===== config.mk =====
export PLATFORM = sky130hd
export DESIGN_NAME = bram_ctrl
export DESIGN_NICKNAME = d
export VERILOG_FILES = /design/src/rtl/bram_ctrl_pkg.sv /design/src/rtl/rr_arb2.sv /design/src/rtl/bram_ctrl.sv
export SDC_FILE = /design/constraint.sdc
export NUM_CORES = 1
export LEC_CHECK = 0
export CORE_UTILIZATION = 38
export DETAILED_ROUTE_END_ITERATION = 16
export HOLD_SLACK_MARGIN = 0.08
export PLACE_DENSITY = 0.81
export SYNTH_ARGS = -nofsm -noshare
export SYNTH_HDL_FRONTEND = slang
export SYNTH_SLANG_ARGS = --single-unit

===== constraint.sdc =====
create_clock -name clk -period 3.6 [get_ports clk]
set_clock_uncertainty 0.2 [all_clocks]
set_input_delay 0.72 -clock clk [delete_from_list [all_inputs] [get_ports clk]]
set_output_delay 0.72 -clock clk [all_outputs]
set_load 0.05 [all_outputs]

===== src/rtl/bram_ctrl_pkg.sv =====
`default_nettype none
// ============================================================================
// Module      : bram_ctrl_pkg
// Description : Shared types and constants for the frame-memory controller.
// Revision    : 1.0 - initial release
// ============================================================================
package bram_ctrl_pkg;

    localparam int c_NUM_RD = 2;
    localparam int c_DISP   = 0;
    localparam int c_HOST   = 1;

    typedef enum logic [0:0] {
        IDLE  = 1'b0,
        CLEAR = 1'b1
    } state_t;

    typedef logic [c_NUM_RD-1:0] gnt_t;

endpackage
`default_nettype wire


===== src/rtl/rr_arb2.sv =====
`default_nettype none
// ============================================================================
// Module      : rr_arb2
// Description : Two-way round-robin arbiter with per-request blocking mask.
// Revision    : 1.0 - initial release
// ============================================================================
module rr_arb2
    import bram_ctrl_pkg::*;
(
    input  logic clk,
    input  logic rst,
    input  gnt_t req,
    input  gnt_t mask,
    output gnt_t gnt
);

    logic r_ptr;
    gnt_t w_elig;

    always_comb begin
        w_elig = req & ~mask;
        gnt    = '0;
        if (!rst) begin
            if (&w_elig) begin
                gnt[r_ptr] = 1'b1;
            end else begin
                gnt = w_elig;
            end
        end
    end

    // A blocked request leaves no grant, so the pointer holds until it wins.
    always_ff @(posedge clk) begin
        if (rst) begin
            r_ptr <= 1'b0;
        end else if (|gnt) begin
            r_ptr <= gnt[c_DISP];
        end
    end

endmodule
`default_nettype wire


===== src/rtl/bram_ctrl.sv =====
`default_nettype none
// ============================================================================
// Module      : bram_ctrl
// Description : Frame-memory BRAM front end: read arbitration, host writes,
//               read/write collision blocking and a hardware clear sweep.
// Revision    : 1.0 - initial release
// ============================================================================
module bram_ctrl
    import bram_ctrl_pkg::*;
#(
    parameter int               WIDTH     = 8,
    parameter int               DEPTH     = 8,
    parameter logic [WIDTH-1:0] CLEAR_VAL = '0
) (
    input  logic             clk,
    input  logic             rst,
    input  logic [1:0]       rd_req,
    input  logic [DEPTH-1:0] rd_addr0,
    input  logic [DEPTH-1:0] rd_addr1,
    output logic [1:0]       rd_gnt,
    output logic [1:0]       rd_valid,
    output logic [WIDTH-1:0] rd_data,
    input  logic             wr_req,
    input  logic [DEPTH-1:0] wr_addr,
    input  logic [WIDTH-1:0] wr_data,
    output logic             wr_ack,
    input  logic             clr_start,
    output logic             clr_busy,
    output logic             bram_re,
    output logic             bram_we,
    output logic [DEPTH-1:0] bram_addr_rd,
    output logic [DEPTH-1:0] bram_addr_wr,
    output logic [WIDTH-1:0] bram_data_wr,
    input  logic [WIDTH-1:0] bram_data_rd
);

    localparam logic [DEPTH:0] c_LAST = {1'b0, {DEPTH{1'b1}}};
    localparam logic [DEPTH:0] c_ONE  = {{DEPTH{1'b0}}, 1'b1};

    state_t           r_state, w_state_nxt;
    logic [DEPTH:0]   r_cnt, w_cnt_nxt;
    gnt_t             r_valid;
    gnt_t             w_gnt;
    gnt_t             w_mask;
    logic             w_we;
    logic [DEPTH-1:0] w_waddr;
    logic [WIDTH-1:0] w_wdata;

    always_ff @(posedge clk) begin
        if (rst) begin
            r_state <= IDLE;
            r_cnt   <= '0;
            r_valid <= '0;
        end else begin
            r_state <= w_state_nxt;
            r_cnt   <= w_cnt_nxt;
            r_valid <= w_gnt;
        end
    end

    always_comb begin
        w_state_nxt = r_state;
        w_cnt_nxt   = r_cnt;
        w_we        = 1'b0;
        w_waddr     = wr_addr;
        w_wdata     = wr_data;
        wr_ack      = 1'b0;
        clr_busy    = 1'b0;
        if (!rst) begin
            case (r_state)
                IDLE: begin
                    w_we   = wr_req;
                    wr_ack = wr_req;
                    if (clr_start) begin
                        w_state_nxt = CLEAR;
                        w_cnt_nxt   = '0;
                    end
                end
                CLEAR: begin
                    // The sweep owns the write port; host writes wait it out.
                    clr_busy = 1'b1;
                    w_we     = 1'b1;
                    w_waddr  = r_cnt[DEPTH-1:0];
                    w_wdata  = CLEAR_VAL;
                    if (r_cnt == c_LAST) begin
                        w_state_nxt = IDLE;
                        w_cnt_nxt   = '0;
                    end else begin
                        w_cnt_nxt = r_cnt + c_ONE;
                    end
                end
                default: w_state_nxt = IDLE;
            endcase
        end
    end

    // A read of the address being written this cycle retries, returning new data.
    always_comb begin
        w_mask         = '0;
        w_mask[c_DISP] = w_we && (rd_addr0 == w_waddr);
        w_mask[c_HOST] = w_we && (rd_addr1 == w_waddr);
    end

    rr_arb2 u_arb (
        .clk  (clk),
        .rst  (rst),
        .req  (rd_req),
        .mask (w_mask),
        .gnt  (w_gnt)
    );

    assign rd_gnt       = w_gnt;
    assign rd_valid     = rst ? '0 : r_valid;
    assign rd_data      = bram_data_rd;
    assign bram_re      = |w_gnt;
    assign bram_addr_rd = w_gnt[c_HOST] ? rd_addr1 : rd_addr0;
    assign bram_we      = w_we;
    assign bram_addr_wr = w_waddr;
    assign bram_data_wr = w_wdata;

endmodule
`default_nettype wire


-- Yosys cells after proc, flatten, opt, wreduce, memory -nomap -nowiden
Cells that the tools add are included.
- $add $sub $neg: 1
- order comparisons: 2
- equal/unequal tests: 4
- mux-type cells: 22
- bitwise gates (word level): 3
- reductions and logical operators: 5
- operator list (kind ; count):
    $mux W8 ; 5
    $mux W9 ; 2
    $pmux W9 S2 ; 1
    $eq A8 B8 Y1 ; 2
    $add A9 B1 Y9 const B ; 1
    $eq A9 B8 Y1 const B ; 1
    $mux W1 ; 8
    $mux W2 ; 3
    $pmux W1 S2 ; 2
    $logic_and A1 B1 Y1 ; 3
    $and A2 B2 Y2 ; 1
    $lt A1 B2 Y1 const B ; 1
    $ne A2 B2 Y1 const B ; 1
    $not A2 Y2 ; 1
    $reduce_and A2 Y1 ; 1
    $reduce_or A2 Y1 ; 1
    $demux W1 S1 ; 1
    $ge A1 B1 Y1 const B ; 1
    $not A1 Y1 ; 1
- flip-flop bits (word level): 13
- output and inout port bits: 40
- logic and storage cells: 41

-- Depth between registers and ports, before layout
Gate-level depths: netlist (run 1).
- word-level depth: 10
- depth in mapped cells: 9

-- Hierarchy
A second synthesis (run 1) with hierarchy kept.
- cells, all modules: 191
- area, all modules: 1433.9 µm²
- modules (own cells, without submodules) (module ; instances ; cells each ; area an instance (µm²)):
    bram_ctrl ; 1 ; 182 ; 1350.0
    rr_arb2 ; 1 ; 9 ; 83.8

-- Least setup slack after synthesis (run 1)
OpenSTA, ideal clock, no wires.
- path type: input to output
- start: in rst
- end: out bram_addr_wr[0]
- arrival: 2.727 ns
- data required time: 2.680 ns
- setup slack: -0.047 ns
- cell stages on the path: 6
- path buffers: 3
- path through: buf_4 nand2b_4 buf_6 inv_2 clkbuf_1 o21ai_0
- cells in the longest elaborated chain, start to end: 1
- ends and longest elaborated chain (what ; line ; text):
    start, declared ; bram_ctrl.sv:16 ; input logic rst,
    $mux W8 ; bram_ctrl.sv:69 ; if (!rst) begin
    end, declared ; bram_ctrl.sv:32 ; output logic [DEPTH-1:0] bram_addr_wr,
No other way between the ends.

-- Final worst setup path (run 1)
- start: in rd_addr0[2]
- end: out bram_addr_rd[0]
- cells in the longest elaborated chain, start to end: 8
- ends and longest elaborated chain (what ; line ; text):
    start, declared ; bram_ctrl.sv:18 ; input logic [DEPTH-1:0] rd_addr0,
    $eq A8 B8 Y1 ; bram_ctrl.sv:100 ; w_mask[c_DISP] = w_we && (rd_addr0 == w_waddr);
    $logic_and A1 B1 Y1 ; bram_ctrl.sv:100 ;
    $not A2 Y2 ; rr_arb2.sv:21 ; w_elig = req & ~mask;
    $and A2 B2 Y2 ; rr_arb2.sv:21 ;
    $reduce_and A2 Y1 ; rr_arb2.sv:24 ; if (&w_elig) begin
    $mux W2 ; rr_arb2.sv:24 ;
    $mux W2 ; rr_arb2.sv:23 ; if (!rst) begin
    $mux W8 ; bram_ctrl.sv:116 ; assign bram_addr_rd = w_gnt[c_HOST] ? rd_addr1 : rd_addr0;
    end, declared ; bram_ctrl.sv:31 ; output logic [DEPTH-1:0] bram_addr_rd,
No other way between the ends.

==> flow_metrics.tcl, run 1 <==
set metrics [dict create \
    outcome "completed" \
    grt_start_max_net_pins 16 \
    tightest_slew_ns 0.403 \
    r2r-start "r_state$_SDFF_PP0_" \
    reg2reg_slack_ns 1.26 \
    synth.ff_latch_count 13 \
    yosysUniqueCellTypes 49 \
    p_comb_share_pct 58.1 \
    start_util_pct 39.9 \
    p_leak_nw 1.21 \
    drc 0 \
    ys.flop_type "dfxtp_1" \
    cts_hold_buf 0 \
    synth_area_leader_cell "dfxtp_1" \
    dieArea_mm2 0.00413 \
    placed_area_mm2 0.00246 \
    synthCells 196 \
    tritoncts "yes" \
    fin_area_mm2 0.00272 \
    cp_slowest_cell "mux2_4" \
    die_width_um 64.3 \
    routedWlPerCell_um 16.5 \
    crit_fanout 7 \
    cp.required_ns 2.68 \
    place_hpwl_um 3900 \
    synth-compound-area-share_pct 25.2 \
    r2r_cells 10 \
    cp-start-kind "input port" \
    dp.cells 319 \
    drv_slew 0 \
    cp-startpoint "rd_addr0[2]" \
    setup_violations 0 \
    syn2layout_area_growth_pct 85.0 \
    hold_viol_final 0 \
    grt_pass1_wl_um 8530 \
    cts.path.max_buffers 2 \
    overflow 0 \
    num_vias 1815 \
    p_switching_uw 272 \
    setup.worst_path.class "in -> out" \
    synth-xor-area-share_pct 10.7 \
    path_clk_slew_ns 0.06 \
    track_usage_pct 26.2 \
    ant_nets 0 \
    synth_edf_count 0 \
    grt_antenna_before_repair 0 \
    cts_num_sinks 13 \
    netlist_area_mm2 0.00147 \
    p_seq_share_pct 22.6 \
    synth_top_family_by_area "compound AO/OA/AOI/OAI gates" \
    crit_end "bram_addr_rd[0]" \
    fin_crit_ns 3.58 \
    p_int_uw 416 \
    cap_violations 0 \
    rows 22 \
    die_h_um 64.3 \
    cp_slowest_stage_delay_ns 0.31 \
    yosys.area.top_type_share_pct 17.7 \
    synth_most_common_cell "nand2_1" \
    wl_um 5410 \
    ioPinCount 86 \
    synthMuxAreaShare_pct 10.2 \
    fin_crit_sh_pct 99.4 \
    htreeDepth 1 \
    pwr-share-clk_pct 19.3 \
    hold_class "reg -> reg" \
    synth_fa_ha_area_share_pct 0.850 \
    fmax_mhz 280 \
    syn-num-nets 243 \
    cts_buffers 3 \
    worstSetupEndpointType "output port" \
    port_buffers 69 \
    root_buffer "clkbuf_8" \
    coreArea_mm2 0.00369 \
    swShare_pct 39.5 \
    yosys-top-cells-count "22 x nand2_1, 16 x inv_1, 15 x nor2_1, 15 x xnor2_1, 13 x dfxtp_1" \
    nNetsFinal 329 \
    via_per_inst 5.52 \
    ys_seq_area_share_pct 17.7 \
    worstPathArrival_ns 2.66 \
    drt-pass1-iter-count 4 \
    ir_drop_mv 0.196 \
    yosys.area_share.simple_pct 22.3 \
    synthArstFlopShare_pct 0 \
    antenna_cells 0 \
    power_density_mw_per_mm2 253 \
    drtIter0Drc 74 \
    relSlewSlack_pct 73.1 \
    final_layout_size_suffix_gt1_share_pct 37.0 \
    yosysWarnings 0 \
    instances_no_fill 329 \
    syn_area_per_cell_um2 7.51 \
    gp_congestion 0.924 \
    rr_endpoint "u_arb.r_ptr$_SDFFE_PP0P_" \
    clk_latency_ns 0.24 \
    grt_pass1_vias 1758 \
    synth_area_leaders "dfxtp_1 18%, xnor2_1 8.9%, mux2_4 8.2%" \
    path_cells "clkdlybuf4s15_1, nand2b_1, a21oi_2, a2111oi_4, a41o_2, o211ai_4, buf_12, mux2_4, buf_8" \
]
per-stage QoR:
step,hold slack [ns],setup TNS (ns),setup WS [ns],util (%),power (mW)
global placement,0.259,-1.90,-0.233,66.7,0.517
CTS,0.286,0,0.00132,71.9,0.674
finish,0.280,0,0.0231,73.8,0.688
floorplan,0.251,-0.188,-0.0470,-,0.370
detailed placement,0.278,-2.43,-0.298,66.7,0.522
global route,0.301,-0.0239,-0.0122,73.8,0.715
per-layer routing:
layer	track usage, %	up-vias	part of all wire [%]
met4	8.61	0	2.5
met2	45.0	95	51
met5	0	-	0
met1	32.7	860	39
met3	4.46	20	7.4
li1	-	840	-
flip-flops by register name (all words and copies together) (netlist names):
name,count
r_cnt,9
r_state,1
u_arb.r_ptr,1
r_valid,2
layout make-up:
type,count,area (um^2)
Inverter,17,66.3
Sequential cell,13,262
Multi-Input combinational cell,146,1150
Tap cell,48,60.1
Fill cell,253,965
Clock buffer,4,45.0
Timing Repair Buffer,101,1140
cell families (layout without fill, tap and decap cells):
kind of cell | count (synthesis) | count (layout)
DFF | 13 | 13
and+or+nand+nor | 65 | 65
xor gates and xnor gates | 18 | 18
buffers and inverters | 37 | 122
adders and majority gates | 1 | 1
AOI/OAI and AO/OA | 51 | 51
muxes | 11 | 11
what timing repair did:
action	CTS	global route
setup buffers	6	0
resized for setup	44	19
pin swaps	11	5
setup endpoints to repair	10	9
hold endpoints to repair	0	0
power by group through the flow:
| stage | combinational, mW | sequential, mW | clock [mW] |
|---|---|---|---|
| 2_1_floorplan | 0.216 | 0.154 | 0 |
| 3_3_place_gp | 0.359 | 0.158 | 0 |
| 3_5_place_dp | 0.364 | 0.158 | 0 |
| 4_1_cts | 0.384 | 0.155 | 0.136 |
| 5_1_grt | 0.416 | 0.156 | 0.142 |
| 6_report | 0.400 | 0.156 | 0.133 |
how the worst min path moves through the flow:
| stage | endpoint | depth (start not counted) | startpoint |
|---|---|---|---|
| 2_1_floorplan | r_cnt[8]$_SDFFE_PP0P_ | 1 | r_cnt[8]$_SDFFE_PP0P_ |
| 3_3_place_gp | r_cnt[8]$_SDFFE_PP0P_ | 1 | r_cnt[8]$_SDFFE_PP0P_ |
| 3_5_place_dp | r_cnt[8]$_SDFFE_PP0P_ | 1 | r_cnt[8]$_SDFFE_PP0P_ |
| 4_1_cts | r_cnt[8]$_SDFFE_PP0P_ | 1 | r_cnt[8]$_SDFFE_PP0P_ |
| 5_1_grt | r_cnt[8]$_SDFFE_PP0P_ | 1 | r_cnt[8]$_SDFFE_PP0P_ |
| 6_report | r_cnt[8]$_SDFFE_PP0P_ | 1 | r_cnt[8]$_SDFFE_PP0P_ |
critical path: cells and delay by family:
kind | cells | cell delay [ns]
buffers and inverters | 3 | 0.59
and+or+nand+nor | 1 | 0.23
muxes | 1 | 0.31
AOI/OAI and AO/OA | 4 | 0.79
cell usage in the layout, fill, tap and decap left out, drive strengths merged, types with 2 or more instances in the layout:
| cell | netlist | final |
|---|---|---|
| mux2 | 8 | 8 |
| a211oi | 2 | 2 |
| a311oi | 3 | 3 |
| dlymetal6s2s | 0 | 2 |
| nand2 | 22 | 22 |
| dfxtp | 13 | 13 |
| clkdlybuf4s50 | 0 | 15 |
| a21oi | 12 | 12 |
| clkbuf | 6 | 5 |
| xnor2 | 15 | 15 |
| o21ai | 11 | 11 |
| buf | 14 | 64 |
| nand2b | 4 | 4 |
| o22ai | 3 | 3 |
| dlygate4sd2 | 0 | 18 |
| nor2b | 3 | 3 |
| and2 | 9 | 9 |
| a22oi | 3 | 3 |
| nor2 | 15 | 15 |
| xor2 | 3 | 3 |
| a31oi | 3 | 3 |
| nand4 | 2 | 2 |
| nand3 | 3 | 3 |
| inv | 17 | 17 |
| a211o | 2 | 2 |
| mux2i | 3 | 3 |
No activity file was read; power rests on OpenSTA's default activity.
==> run 2: changes to the inputs <==
--- a/config.mk
+++ b/config.mk
@@ -6,6 +6,7 @@
 export NUM_CORES = 1
 export LEC_CHECK = 0
 export CORE_UTILIZATION = 38
+export CTS_CLUSTER_DIAMETER = 80
 export DETAILED_ROUTE_END_ITERATION = 16
 export HOLD_SLACK_MARGIN = 0.08
 export PLACE_DENSITY = 0.81
==> results of run 2 <==
No change in the layout: final DEF, timing and power equal those of run 1.
==> run 3: changes to the inputs <==
==> constraint.sdc (replaced) <==
create_clock -name clk -period 3.6 [get_ports clk]
set_clock_uncertainty 0.2 [all_clocks]
set_input_delay 0.72 -clock clk [delete_from_list [all_inputs] [get_ports clk]]
set_output_delay 0.72 -clock clk [all_outputs]
set_load 0.005 [all_outputs]
==> flow_metrics.tcl, run 3 (synthesis results as in run 1) <==
set metrics [dict create \
    outcome "completed" \
    max_flop_register "r_cnt" \
    cap_violations 0 \
    ir_drop_mv 0.241 \
    die_h_um 64.3 \
    antenna_cells 0 \
    drc 0 \
    fmax_mhz 282 \
    grt_antenna_before_repair 0 \
    fin_area_mm2 0.00254 \
    cts_buffers 3 \
    cp_slowest_stage_delay_ns 0.28 \
    critPathTopFamily "buffers and inverters" \
    worstSetupEndpointType "output port" \
    root_buffer "clkbuf_8" \
    largest_reg_flops 9 \
    setup_violations 0 \
    syn2layout_area_growth_pct 72.4 \
    grt_pass1_vias 1782 \
    place_hpwl_um 3600 \
    drtIter0Drc 107 \
    fin_crit_sh_pct 98.6 \
    path_clk_slew_ns 0.05 \
    dp.cells 322 \
    clk_latency_ns 0.25 \
    track_usage_pct 27.1 \
    gp_congestion 0.939 \
    whs_ns 0.289 \
    fillCellCount 295 \
    power_density_mw_per_mm2 218 \
    port_buffers 69 \
    use_met3_pct 6.25 \
    grtUsageMet1_pct 32.2 \
    crit_fanout 4 \
    top_usage_layer "met2" \
    ioPinCount 86 \
    nNetsFinal 339 \
    cp.required_ns 2.68 \
    worstPathArrival_ns 2.63 \
    ant_nets 0 \
    dieArea_mm2 0.00413 \
    cp_slowest_cell "mux2_4" \
    path_cells "dlygate4sd2_1, nor2b_4, nand4_1, a32oi_2, a41oi_2, buf_4, o211ai_4, buf_6, buf_16, mux2_4, buf_2" \
    p_leak_nw 1.16 \
    layout_commonest_cell "buf_4" \
    relSlewSlack_pct 74.3 \
    cts.path.max_buffers 2 \
    tightest_slew_ns 0.386 \
    overflow 0 \
    instances_no_fill 339 \
    start_util_pct 39.9 \
    hold_class "reg -> reg" \
    num_vias 1864 \
    via_per_inst 5.50 \
    routedWlPerCell_um 17.0 \
    use_met2_pct 45.9 \
    top_regs "r_cnt x9, r_valid x2" \
    final_layout_size_suffix_gt1_share_pct 34.0 \
    htreeDepth 1 \
    cts_num_sinks 13 \
    cts_hold_buf 0 \
    fin_crit_ns 3.55 \
    rows 22 \
    grt_start_max_net_pins 16 \
    grt_pass1_wl_um 8670 \
    crit_buf_inv 5 \
    drv_slew 0 \
    setup.worst_path.class "in -> out" \
    die_width_um 64.3 \
    p_total_uw 553 \
    final_cell_mix "35 x buf_4, 32 x clkdlybuf4s50_1, 22 x nand2_1" \
    hold_viol_final 0 \
    placed_area_mm2 0.00231 \
    cp-start-kind "input port" \
    tritoncts "yes" \
    wl_um 5760 \
    coreArea_mm2 0.00369 \
    drt-pass1-iter-count 4 \
]
## run 3: per-layer routing
metal	up-vias	routed length, um
li1	864	-
met1	850	2240
met2	122	2750
met3	28	541
met4	0	229
met5	-	0
## run 3: area by class of cell
type                    instances  area (um^2)  share of cell area, %
flip-flops and latches         13          262                   10.3
repair buffers                111          966                   38.0
inverters                      17         68.8                   2.71
multi-input cells             146         1140                   44.8
well taps                      48         60.1                   2.37
clock buffers                   4         45.0                   1.77
## run 3: through the flow
| stage | utilization [%] | worst slack [ns] | setup TNS (ns) |
|---|---|---|---|
| global placement | 62.7 | -0.493 | -4.63 |
| CTS | 67.8 | 0.00525 | 0 |
| finish | 68.8 | 0.0503 | 0 |
| global route | 68.8 | -0.0313 | -0.0829 |
| floorplan | - | 0.390 | 0 |
| detailed placement | 62.7 | -0.504 | -4.70 |
## run 3: final timing paths
path	slack [ns]	from	cells after the start	end
min reg2reg	0.29	r_cnt[8]$_SDFFE_PP0P_	1	r_cnt[8]$_SDFFE_PP0P_
max reg2reg	1.15	r_cnt[0]$_SDFFE_PP0P_	10	u_arb.r_ptr$_SDFFE_PP0P_
max	0.05	wr_req	11	bram_addr_rd[0]
min	0.29	r_cnt[8]$_SDFFE_PP0P_	1	r_cnt[8]$_SDFFE_PP0P_
## run 3: repair_timing
action | CTS | global route
hold endpoints to repair | 0 | 0
endpoints found under the setup margin | 11 | 11
resized for setup | 75 | 34
setup buffers | 12 | 2
pin swaps | 13 | 14
gates cloned | 1 | 0
## run 3: power breakdown
| part | switching (mW) | total [mW] | internal, mW |
|---|---|---|---|
| clock network | 0.0550 | 0.133 | 0.0783 |
| logic | 0.112 | 0.264 | 0.152 |
| registers | 0.00751 | 0.156 | 0.148 |
